**config.mk**
```make
export PLATFORM = sky130hd
export DESIGN_NAME = cic_interp_var_flat
export DESIGN_NICKNAME = d
export VERILOG_FILES = /design/src/rtl/cic_interp_var_if.sv /design/src/rtl/cic_interp_var.sv /design/src/flat_wrapper.sv
export SDC_FILE = /design/constraint.sdc
export NUM_CORES = 2
export LEC_CHECK = 0
export ABC_AREA = 1
export BUFFER_PORTS_ARGS = -buffer_cell sky130_fd_sc_hd__buf_4
export CAP_MARGIN = 20
export CORE_AREA = 5 5 258 260
export CTS_BUF_LIST = sky130_fd_sc_hd__clkbuf_4 sky130_fd_sc_hd__clkbuf_8
export DETAILED_ROUTE_END_ITERATION = 16
export DIE_AREA = 0 0 263 265
export PLACE_DENSITY_LB_ADDON = 0.08
export SLEW_MARGIN = 20
export SYNTH_ARGS = -nofsm -noshare
export SYNTH_HDL_FRONTEND = slang
export SYNTH_SLANG_ARGS = --single-unit
```
**constraint.sdc**
```tcl
create_clock -name clock -period 9.5 [get_ports clock]
set_input_delay 0.475 -clock clock [delete_from_list [all_inputs] [get_ports clock]]
set_output_delay 0.475 -clock clock [all_outputs]
set_load 0.005 [all_outputs]
```
**src/rtl/cic_interp_var_if.sv**
```systemverilog
// cic_interp_var_if: sample handshake bundle for the TX CIC interpolator
// Signals:
//   in_req     interpolator -> FIFO   one-clock pulse requesting the next input sample
//   in_valid   FIFO -> interpolator   one-clock pulse, in_data valid
//   in_data    FIFO -> interpolator   signed input sample
//   out_ce     DAC path -> interp.    output-rate tick, one clock wide
//   out_strobe interp. -> DAC path    one-clock pulse, out_data updated
//   out_data   interp. -> DAC path    signed output sample
// slave is the interpolator view, master is the surrounding datapath view.
interface cic_interp_var_if #(
    parameter int IN_WIDTH  = 18,
    parameter int OUT_WIDTH = 18
);
    logic                        in_req;
    logic                        in_valid;
    logic signed [IN_WIDTH-1:0]  in_data;
    logic                        out_ce;
    logic                        out_strobe;
    logic signed [OUT_WIDTH-1:0] out_data;
    modport master (input in_req, out_strobe, out_data, output in_valid, in_data, out_ce);
    modport slave  (output in_req, out_strobe, out_data, input in_valid, in_data, out_ce);
endinterface

```
**src/rtl/cic_interp_var.sv**
```systemverilog
// cic_interp_var: variable-ratio STAGES-stage CIC interpolator for the TX path
// Ports:
//   clock          system clock, rising edge
//   reset_n        asynchronous active-low reset
//   enable         run enable, low returns to IDLE
//   interpolation  requested ratio R (4,5,8,10,16,20,32,40 supported)
//   ratio_err      high while the latched ratio is unsupported
//   underrun       sticky, set when a consumption finds no sample
//   bus            cic_interp_var_if.slave (in_req/in_valid/in_data, out_ce/out_strobe/out_data)
// Optional: define CIC_INTERP_ROUND_EN for round-half-up with saturation instead of truncation.
module cic_interp_var #(
    parameter int STAGES    = 5,
    parameter int IN_WIDTH  = 18,
    parameter int ACC_WIDTH = 45,
    parameter int OUT_WIDTH = 18
) (
    input  logic                  clock,
    input  logic                  reset_n,
    input  logic                  enable,
    input  logic [5:0]            interpolation,
    output logic                  ratio_err,
    output logic                  underrun,
    cic_interp_var_if.slave       bus
);
    localparam int SW = $clog2(ACC_WIDTH);
    typedef enum logic [1:0] {IDLE, RUN, FLUSH} state_t;
    state_t state, state_nxt;
    logic [5:0] ratio_q, ph;
    logic [SW-1:0] shift;
    logic last, wrap, cons, ratio_ok, hold_full;
    logic signed [IN_WIDTH-1:0] hold, x;
    logic signed [ACC_WIDTH-1:0] dly [STAGES];
    logic signed [ACC_WIDTH-1:0] diff [STAGES+1];
    logic signed [ACC_WIDTH-1:0] integ [STAGES];
    logic signed [OUT_WIDTH-1:0] res;

    // ratio 0 and 1 collapse to a one-tick frame so requests still go out every out_ce
    assign last = ratio_q <= 6'd1 || ph == ratio_q - 6'd1;
    assign wrap = state == RUN && bus.out_ce && last;
    assign cons = state == RUN && bus.out_ce && ph == '0;
    // a sample arriving on the consumption clock bypasses the hold register
    assign x = bus.in_valid ? bus.in_data : hold_full ? hold : '0;
    assign diff[0] = {{(ACC_WIDTH-IN_WIDTH){x[IN_WIDTH-1]}}, x};
    for (genvar g = 0; g < STAGES; g++) begin : g_comb
        assign diff[g+1] = diff[g] - dly[g];
    end

    always_comb begin
        shift = SW'(8);
        ratio_ok = 1'b1;
        case (ratio_q)
            6'd4:    shift = SW'(8);
            6'd5:    shift = SW'(10);
            6'd8:    shift = SW'(12);
            6'd10:   shift = SW'(14);
            6'd16:   shift = SW'(16);
            6'd20:   shift = SW'(18);
            6'd32:   shift = SW'(20);
            6'd40:   shift = SW'(22);
            default: ratio_ok = 1'b0;
        endcase
    end

`ifdef CIC_INTERP_ROUND_EN
    localparam logic signed [ACC_WIDTH-1:0] MAXV = {{(ACC_WIDTH-OUT_WIDTH+1){1'b0}}, {(OUT_WIDTH-1){1'b1}}};
    localparam logic signed [ACC_WIDTH-1:0] MINV = {{(ACC_WIDTH-OUT_WIDTH+1){1'b1}}, {(OUT_WIDTH-1){1'b0}}};
    logic signed [ACC_WIDTH-1:0] sh, rnd;
    assign sh  = integ[STAGES-1] >>> shift;
    assign rnd = sh + {{(ACC_WIDTH-1){1'b0}}, integ[STAGES-1][shift - 1'b1]};
    assign res = rnd > MAXV ? OUT_WIDTH'(MAXV) : rnd < MINV ? OUT_WIDTH'(MINV) : OUT_WIDTH'(rnd);
`else
    assign res = OUT_WIDTH'(integ[STAGES-1] >>> shift);
`endif

    always_ff @(posedge clock or negedge reset_n) begin
        if (!reset_n) state <= IDLE;
        else state <= state_nxt;
    end

    // a ratio change is only honoured at a frame boundary so no frame is cut short
    always_comb begin
        state_nxt = state == IDLE  ? (enable ? RUN : IDLE)
                  : state == FLUSH ? RUN
                  : !enable        ? IDLE
                  : (wrap && interpolation != ratio_q) ? FLUSH : RUN;
    end

    always_comb begin
        bus.in_req = wrap;
        ratio_err  = state != IDLE && !ratio_ok;
    end

    always_ff @(posedge clock or negedge reset_n) begin
        if (!reset_n) begin
            ratio_q        <= '0;
            ph             <= '0;
            hold           <= '0;
            hold_full      <= 1'b0;
            underrun       <= 1'b0;
            bus.out_strobe <= 1'b0;
            bus.out_data   <= '0;
            for (int i = 0; i < STAGES; i++) begin
                dly[i]   <= '0;
                integ[i] <= '0;
            end
        end else if (state != RUN) begin
            // IDLE and FLUSH both park the filter in a clean, cleared state
            ph             <= '0;
            bus.out_strobe <= 1'b0;
            hold           <= bus.in_valid ? bus.in_data : hold;
            hold_full      <= state == FLUSH && bus.in_valid;
            ratio_q        <= (state == FLUSH || enable) ? interpolation : ratio_q;
            underrun       <= (state == IDLE && enable) ? 1'b0 : underrun;
            for (int i = 0; i < STAGES; i++) begin
                dly[i]   <= '0;
                integ[i] <= '0;
            end
        end else begin
            hold      <= bus.in_valid ? bus.in_data : hold;
            hold_full <= !cons && (bus.in_valid || hold_full);
            underrun  <= underrun || (cons && !bus.in_valid && !hold_full);
            if (cons)
                for (int i = 0; i < STAGES; i++) dly[i] <= diff[i];
            if (bus.out_ce) begin
                ph       <= last ? '0 : ph + 6'd1;
                integ[0] <= integ[0] + (ph == '0 ? diff[STAGES] : '0);
                for (int i = 1; i < STAGES; i++) integ[i] <= integ[i] + integ[i-1];
            end
            bus.out_strobe <= bus.out_ce && state_nxt == RUN;
            bus.out_data   <= state_nxt == FLUSH ? '0
                            : (bus.out_ce && state_nxt == RUN) ? (ratio_ok ? res : '0)
                            : bus.out_data;
        end
    end
endmodule

```
**src/flat_wrapper.sv**
```systemverilog
// flat-port wrapper written by rule: the top's interface ports become plain ports
module cic_interp_var_flat 
#(
    parameter int STAGES    = 5,
    parameter int IN_WIDTH  = 18,
    parameter int ACC_WIDTH = 45,
    parameter int OUT_WIDTH = 18
)
  (clock, reset_n, enable, interpolation, ratio_err, underrun, bus_in_req, bus_out_strobe, bus_out_data, bus_in_valid, bus_in_data, bus_out_ce);
  cic_interp_var_if #(.IN_WIDTH(IN_WIDTH), .OUT_WIDTH(OUT_WIDTH)) bus_i ();
  input  logic clock;
  input  logic reset_n;
  input  logic enable;
  input  logic [5:0] interpolation;
  output logic ratio_err;
  output logic underrun;
  output wire logic [$bits(bus_i.in_req)-1:0] bus_in_req;
  output wire logic [$bits(bus_i.out_strobe)-1:0] bus_out_strobe;
  output wire logic [$bits(bus_i.out_data)-1:0] bus_out_data;
  input wire logic [$bits(bus_i.in_valid)-1:0] bus_in_valid;
  input wire logic [$bits(bus_i.in_data)-1:0] bus_in_data;
  input wire logic [$bits(bus_i.out_ce)-1:0] bus_out_ce;
  assign bus_in_req = bus_i.in_req;
  assign bus_out_strobe = bus_i.out_strobe;
  assign bus_out_data = bus_i.out_data;
  assign bus_i.in_valid = bus_in_valid;
  assign bus_i.in_data = bus_in_data;
  assign bus_i.out_ce = bus_out_ce;
  cic_interp_var #(.STAGES(STAGES), .IN_WIDTH(IN_WIDTH), .ACC_WIDTH(ACC_WIDTH), .OUT_WIDTH(OUT_WIDTH)) u_core (.clock(clock), .reset_n(reset_n), .enable(enable), .interpolation(interpolation), .ratio_err(ratio_err), .underrun(underrun), .bus(bus_i));
endmodule
```
# Yosys cells after proc, flatten, opt, wreduce, memory -nomap -nowiden
# Cells that the tools add are included.
dict set report totals {
  ff_bits 503
  elab_cells 101
}
dict set report classes {
  addsub 12
  n_lt_le_gt_ge 1
  eq_ne 16
  n_shift 1
  n_mux 24
  bitwise_logic 1
  n_reduce_logical 28
}
# operator n
set op_table {}
lappend op_table {{225-bit 2-to-1 mux} 4}
lappend op_table {{45-bit adder} 5}
lappend op_table {{45-bit subtractor} 4}
lappend op_table {{18-bit 2-to-1 mux} 5}
lappend op_table {{45-bit 2-to-1 mux} 1}
lappend op_table {{45-bit by 5-bit >>> shifter with 18-bit output} 1}
lappend op_table {{18-bit by 45-bit subtractor with 45-bit output} 1}
lappend op_table {{5-bit case mux with 7 select lines} 1}
lappend op_table {{6-bit 2-to-1 mux} 3}
lappend op_table {{6-bit by 3-bit == test with 1-bit output, second input constant} 2}
lappend op_table {{6-bit by 4-bit == test with 1-bit output, second input constant} 2}
lappend op_table {{6-bit by 5-bit == test with 1-bit output, second input constant} 2}
lappend op_table {{6-bit == test, second input constant} 2}
lappend op_table {{1-bit logical AND} 11}
lappend op_table {{2-bit 2-to-1 mux} 4}
lappend op_table {{2-bit nonzero test} 4}
lappend op_table {{8-bit OR reduction} 1}
lappend op_table {{6-bit by 1-bit adder with 6-bit output, second input constant} 1}
lappend op_table {{6-bit == test} 1}
lappend op_table {{6-bit by 1-bit <= comparator with 1-bit output, second input constant} 1}
lappend op_table {{6-bit logical NOT} 1}
lappend op_table {{1-bit 2-to-1 mux} 6}
lappend op_table {{6-bit != test} 1}
lappend op_table {{6-bit by 1-bit subtractor with 6-bit output, second input constant} 1}
lappend op_table {{9 further kinds} 18}

# Depth between registers and ports, before layout
dict set report depth {
  word_depth 13
  depth_mapped 67
  mapped_depth_nobuf 66
}

# Worst setup path after synthesis
# No wires, ideal clock.
dict set report synth_path {
  path_type {input port to flip-flop}
  start {input port bus_in_valid}
  end {register u_core.integ[218] (netlist bit)}
  setup_time_ns 0.123
  t_arrival_ns 8.929
  t_required_ns 9.377
  path_slack_ns 0.448
  cell_stages 62
  n_path_buf 2
  path_cell_list {nor2_1 > clkinv_1 > clkbuf_1 > nand2_1 > inv_1 > ha_1 > nand3b_1 > and2_4 > nor2_1 > a31oi_1 > o21ai_2 > nand3_1 > nand2_1 > inv_2 > o21ai_2 > nand4_1 > nand4_1 > clkbuf_1 > [26 not listed] > ha_1 > nand2_1 > nor2_1 > inv_1 > nor4_1 > nand3_1 > nand3_1 > a21oi_1 > ha_1 > nand2_1 > nor2_1 > inv_1 > o221a_2 > o21ai_0 > a21o_1 > a21oi_1 > o21ai_0 > nand2_1}
}
dict set report synth_via {
  elab_chain_len 10
}
# item line_no
set synth_rtl {}
lappend synth_rtl {{start: declaration} flat_wrapper.sv:20} ;# input wire logic [$bits(bus_i.in_valid)-1:0] bus_in_valid;
lappend synth_rtl {{18-bit 2-to-1 mux} cic_interp_var.sv:42} ;# assign x = bus.in_valid ? bus.in_data : hold_full ? hold : '0;
lappend synth_rtl {{18-bit by 45-bit subtractor with 45-bit output} cic_interp_var.sv:45} ;# assign diff[g+1] = diff[g] - dly[g];
lappend synth_rtl {{45-bit subtractor (4 in series)} cic_interp_var.sv:45}
lappend synth_rtl {{45-bit 2-to-1 mux} cic_interp_var.sv:126} ;# integ[0] <= integ[0] + (ph == '0 ? diff[STAGES] : '0);
lappend synth_rtl {{45-bit adder} cic_interp_var.sv:126}
lappend synth_rtl {{225-bit 2-to-1 mux} cic_interp_var.sv:124} ;# if (bus.out_ce) begin
lappend synth_rtl {{225-bit 2-to-1 mux} cic_interp_var.sv:106} ;# end else if (state != RUN) begin
lappend synth_rtl {{end: declaration} cic_interp_var.sv:34} ;# logic signed [ACC_WIDTH-1:0] integ [STAGES];
# Every way passes these cells. The select of a mux whose other input is x is not followed.
# A chain may end at the register's enable or synchronous reset.

# Final worst setup path
dict set report layout_path {
  start {register u_core.hold_full}
  end {register u_core.integ[217] (netlist bit)}
}
dict set report layout_via {
  elab_chain_len 11
}
# item line_no
set layout_rtl {}
lappend layout_rtl {{start: declaration} cic_interp_var.sv:30} ;# logic last, wrap, cons, ratio_ok, hold_full;
lappend layout_rtl {{start signal: assignment} cic_interp_var.sv:111} ;# hold_full <= state == FLUSH && bus.in_valid;
lappend layout_rtl {{start signal: assignment} cic_interp_var.sv:120} ;# hold_full <= !cons && (bus.in_valid || hold_full);
lappend layout_rtl {{18-bit 2-to-1 mux (2 in series)} cic_interp_var.sv:42}
lappend layout_rtl {{18-bit by 45-bit subtractor with 45-bit output} cic_interp_var.sv:45}
lappend layout_rtl {{45-bit subtractor (4 in series)} cic_interp_var.sv:45}
lappend layout_rtl {{45-bit 2-to-1 mux} cic_interp_var.sv:126}
lappend layout_rtl {{45-bit adder} cic_interp_var.sv:126}
lappend layout_rtl {{225-bit 2-to-1 mux} cic_interp_var.sv:124}
lappend layout_rtl {{225-bit 2-to-1 mux} cic_interp_var.sv:106}
# Every way passes these cells. The select of a mux whose other input is x is not followed.

==> summary.txt <==
Logic synthesis
  – Mapped Avg Cell Area: 6.89 µm²
  – Main flop type after synthesis: dfrtp_1
  – Post-synth EDFFs: 0
  – Synth Net Count: 5,953
  – Post-Syn Area: 38,100 µm²
  – Synth Register Bits: 431
  – Yosys cell types: 70
  – Synth top area share: 28.3%
  – Sequential cell area fraction in the yosys report: 28.3%
  – Count leader, synth: nand2_1
  – Post-synthesis cell count: around 5,500
  – Top cells by area, synth: dfrtp_1 28%, ha_1 13%, nand2_1 12%, inv_1 8.2%, a21oi_1 7.7%
  – Synth warn: 0
  – Synth cell count leaders: 1,206 x nand2_1, 837 x inv_1, 588 x a21oi_1
  – Cell accounting for the most synthesized area: dfrtp_1
  – Async set or reset register ratio after synthesis: 100%

Place
  – Dpl hpwl: between 80 and 90 mm
  – DP Area: 43,400 µm²
  – Placer Congestion: 0.973
  – I/O Buffers: 50
  – Placed Cells incl. Taps: 6,893

Run
  – Max cap viols: 0

Clock tree
  – CTS tree: yes
  – Worst skew pair latency: 0.73 ns
  – TritonCTS Buffers: a little over 80
  – Sink Count: 431
  – Max clock buf depth: 3
  – Clock root cell: clkbuf_8
  – Reg clk slew, reported paths: 0.06 ns
  – H-tree levels: 3

Cells and area
  – Post-route cell area: 49,700 µm²
  – Area delta synth->final: 30.5%
  – Fin cells: roughly 7,200
  – Final Net Count: 6,669
  – Share of layout cells above drive strength 1: 23.9%

Critical path
  – Critical Path Fanout Max: 5
  – CP arrival: 10.43 ns
  – WS Path Type: flop to flop
  – Max incr delay on CP: 0.40 ns
  – Required @ worst endpoint: a little over 10 ns
  – Crit path capture type: flop
  – CP Launch Type: flop
  – Slowest cell on crit path: dfrtp_1

STA
  – Final hold vios: 0
  – RSZ-0062 raised after global routing: true
  – Final Skew: 0.0499 ns
  – Setup violators final: 16
  – Slew Limit Fails: 0
  – FMAX: slightly above 100 MHz
  – Final worst path period need: between 9 and 10 ns
  – Slew of the pin with the lowest slew margin: 1.19 ns
  – Max_slew headroom: between 20% and 30%
  – Post-route setup slack: -0.338 ns
  – Fin crit share: 104%

Routing
  – Per-cell routed wire length: between 15 and 20 µm
  – 1st-pass router iterations: 6
  – Number of routed nets with antenna violations: 0
  – Remaining DRCs: 0
  – Vias/cell: 5.86
  – Routed via count: between 40,000 and 50,000
  – Wirelength, routed: 130 mm
  – Initial DRC count: 3,735

Floorplan
  – Die area: 69,700 µm²
  – Die height: 265 µm
  – Row cnt: 93
  – Die width: roughly 260 µm
  – Ports: 51
  – Core area: 63,900 µm²
  – Initial Utilization: 59.6%

Global route
  – Met3 GRT Util: 4.16%
  – Vias in the first global route: 38,200
  – Largest net degree at the start of global routing: 159
  – Met1 GRT Util: 40.1%
  – GR Util met2: 55.7%
  – GRT Overall Usage: 31.6%
  – Aggregate global routing overflow: 0
  – GRT Max-Usage Layer: met2
  – First-pass GRT wire length: 187 mm
  – Initial antenna violation count: 1

Outcome
  – Status: finished, violations left
  – Failing checks: negative setup slack

Worst hold path
  – Hold crit path type: input port to flop
## worst max-delay path: cells and delay by family (launching register included)
family	cells	cell delay (ns)
buffers and inverters	12	1.58
AOI/OAI and AO/OA	19	2.98
DFF	1	0.40
adders and majority gates	7	1.97
xor gates and xnor gates	5	0.89
and+or+nand+nor	15	1.89
## cell type report
cell class	instances	area, µm²
Multi-Input combinational cell	4124	27000
Fill cell	4446	14200
Sequential cell	431	10800
Timing Repair Buffer	755	5790
Inverter	850	3200
Clock buffer	127	1580
Tap cell	855	1070
Clock inverter	26	303
Timing Repair inverter	1	3.75
Antenna cell	1	2.50
## sequential cells by signal, indices dropped and copies added (netlist names)
name,cells
u_core.hold,18
u_core.underrun,1
u_core.dly,178
u_core.state,2
u_core.bus.out_data,18
u_core.hold_full,1
u_core.ph,6
u_core.ratio_q,6
u_core.bus.out_strobe,1
u_core.integ,200
## metrics by stage
stage          hold slack [ns]  setup WS, ns  TNS, ns  util, %
6_report                0.0499        -0.338    -3.08     77.8
5_1_grt                 0.0587        -0.801   -10.83     77.8
4_1_cts                0.00726        0.0134        0     72.4
3_5_place_dp             0.456        -0.763    -8.98     68.0
3_3_place_gp             0.444        -0.590    -5.52     68.0
2_1_floorplan            0.179         0.448        0        -
## per-layer routing
metal | vias to the layer above | share of wire, %
met3 | 555 | 6.2
met1 | 19800 | 40
met5 | - | 0.015
met4 | 2 | 5.2
met2 | 1772 | 49
li1 | 19900 | -
## logic make-up (layout without fill, tap and decap cells)
group	Yosys count	count (layout)	share of synthesized area, %
AO/OA/AOI/OAI	1651	1651	24.6
flip-flops	431	431	28.3
buffers and inverters	975	1759	9.77
other	0	1	0
AND/OR/NAND/NOR	1881	1881	19.6
multiplexers	5	5	0.135
XOR/XNOR	193	193	4.44
adder cells (fa/ha/maj)	394	394	13.1
## path summary, 6_finish.rpt
path                                  start  cells past startpoint  slack, ns                 to
max                        u_core.hold_full                     58      -0.34  u_core.integ[217]
min                          bus_in_data[0]                      3       0.05     u_core.hold[0]
max reg2reg                u_core.hold_full                     58      -0.34  u_core.integ[217]
min in group asynchronous           reset_n                      2       0.32    u_core.dly[193]
max in group asynchronous           reset_n                      4       6.90    u_core.dly[119]
min reg2reg                 u_core.hold[17]                      2       0.47    u_core.hold[17]
## repair_timing
| action | 4_1_cts | 5_1_grt |
|---|---|---|
| buffers inserted | 42 | 64 |
| resized for setup | 99 | 607 |
| hold buffers | 17 | 0 |
| pin swaps | 46 | 222 |
| hold endpoints to repair | 94 | 0 |
| setup endpoints to repair | 19 | 22 |
| gates cloned | 1 | 0 |
## placed cells by master (no fill, tap or decap), types with 14 or more instances in the layout
cell / Yosys / routed
inv_2: 10 / 26
nand4_1: 16 / 16
ha_1: 384 / 308
dlygate4sd3_1: 0 / 17
ha_4: 0 / 69
xor2_2: 0 / 33
a21o_1: 22 / 22
nor2_1: 471 / 402
clkbuf_4: 0 / 27
a21oi_1: 588 / 460
a31oi_2: 1 / 16
inv_1: 837 / 819
nand2_2: 6 / 62
xnor2_1: 60 / 28
o21ai_2: 19 / 42
o22ai_1: 52 / 52
nor2_2: 7 / 54
nand3_1: 92 / 87
nor3_1: 26 / 20
xor2_1: 133 / 96
o21a_1: 48 / 48
dfrtp_1: 431 / 431
a21oi_2: 17 / 122
a31oi_1: 125 / 104
clkinv_2: 0 / 15
nor2_4: 1 / 23
a21oi_4: 4 / 27
o21ai_0: 550 / 493
clkbuf_8: 0 / 100
o211ai_1: 36 / 36
buf_4: 3 / 719
buf_6: 4 / 17
nand2_1: 1206 / 1139
o31ai_1: 50 / 47
o21ai_1: 55 / 84
or2_2: 14 / 14
xnor2_2: 0 / 27
Power is not shown: default switching activity piles up to over one toggle a cycle in this logic, so the estimate is an artifact.
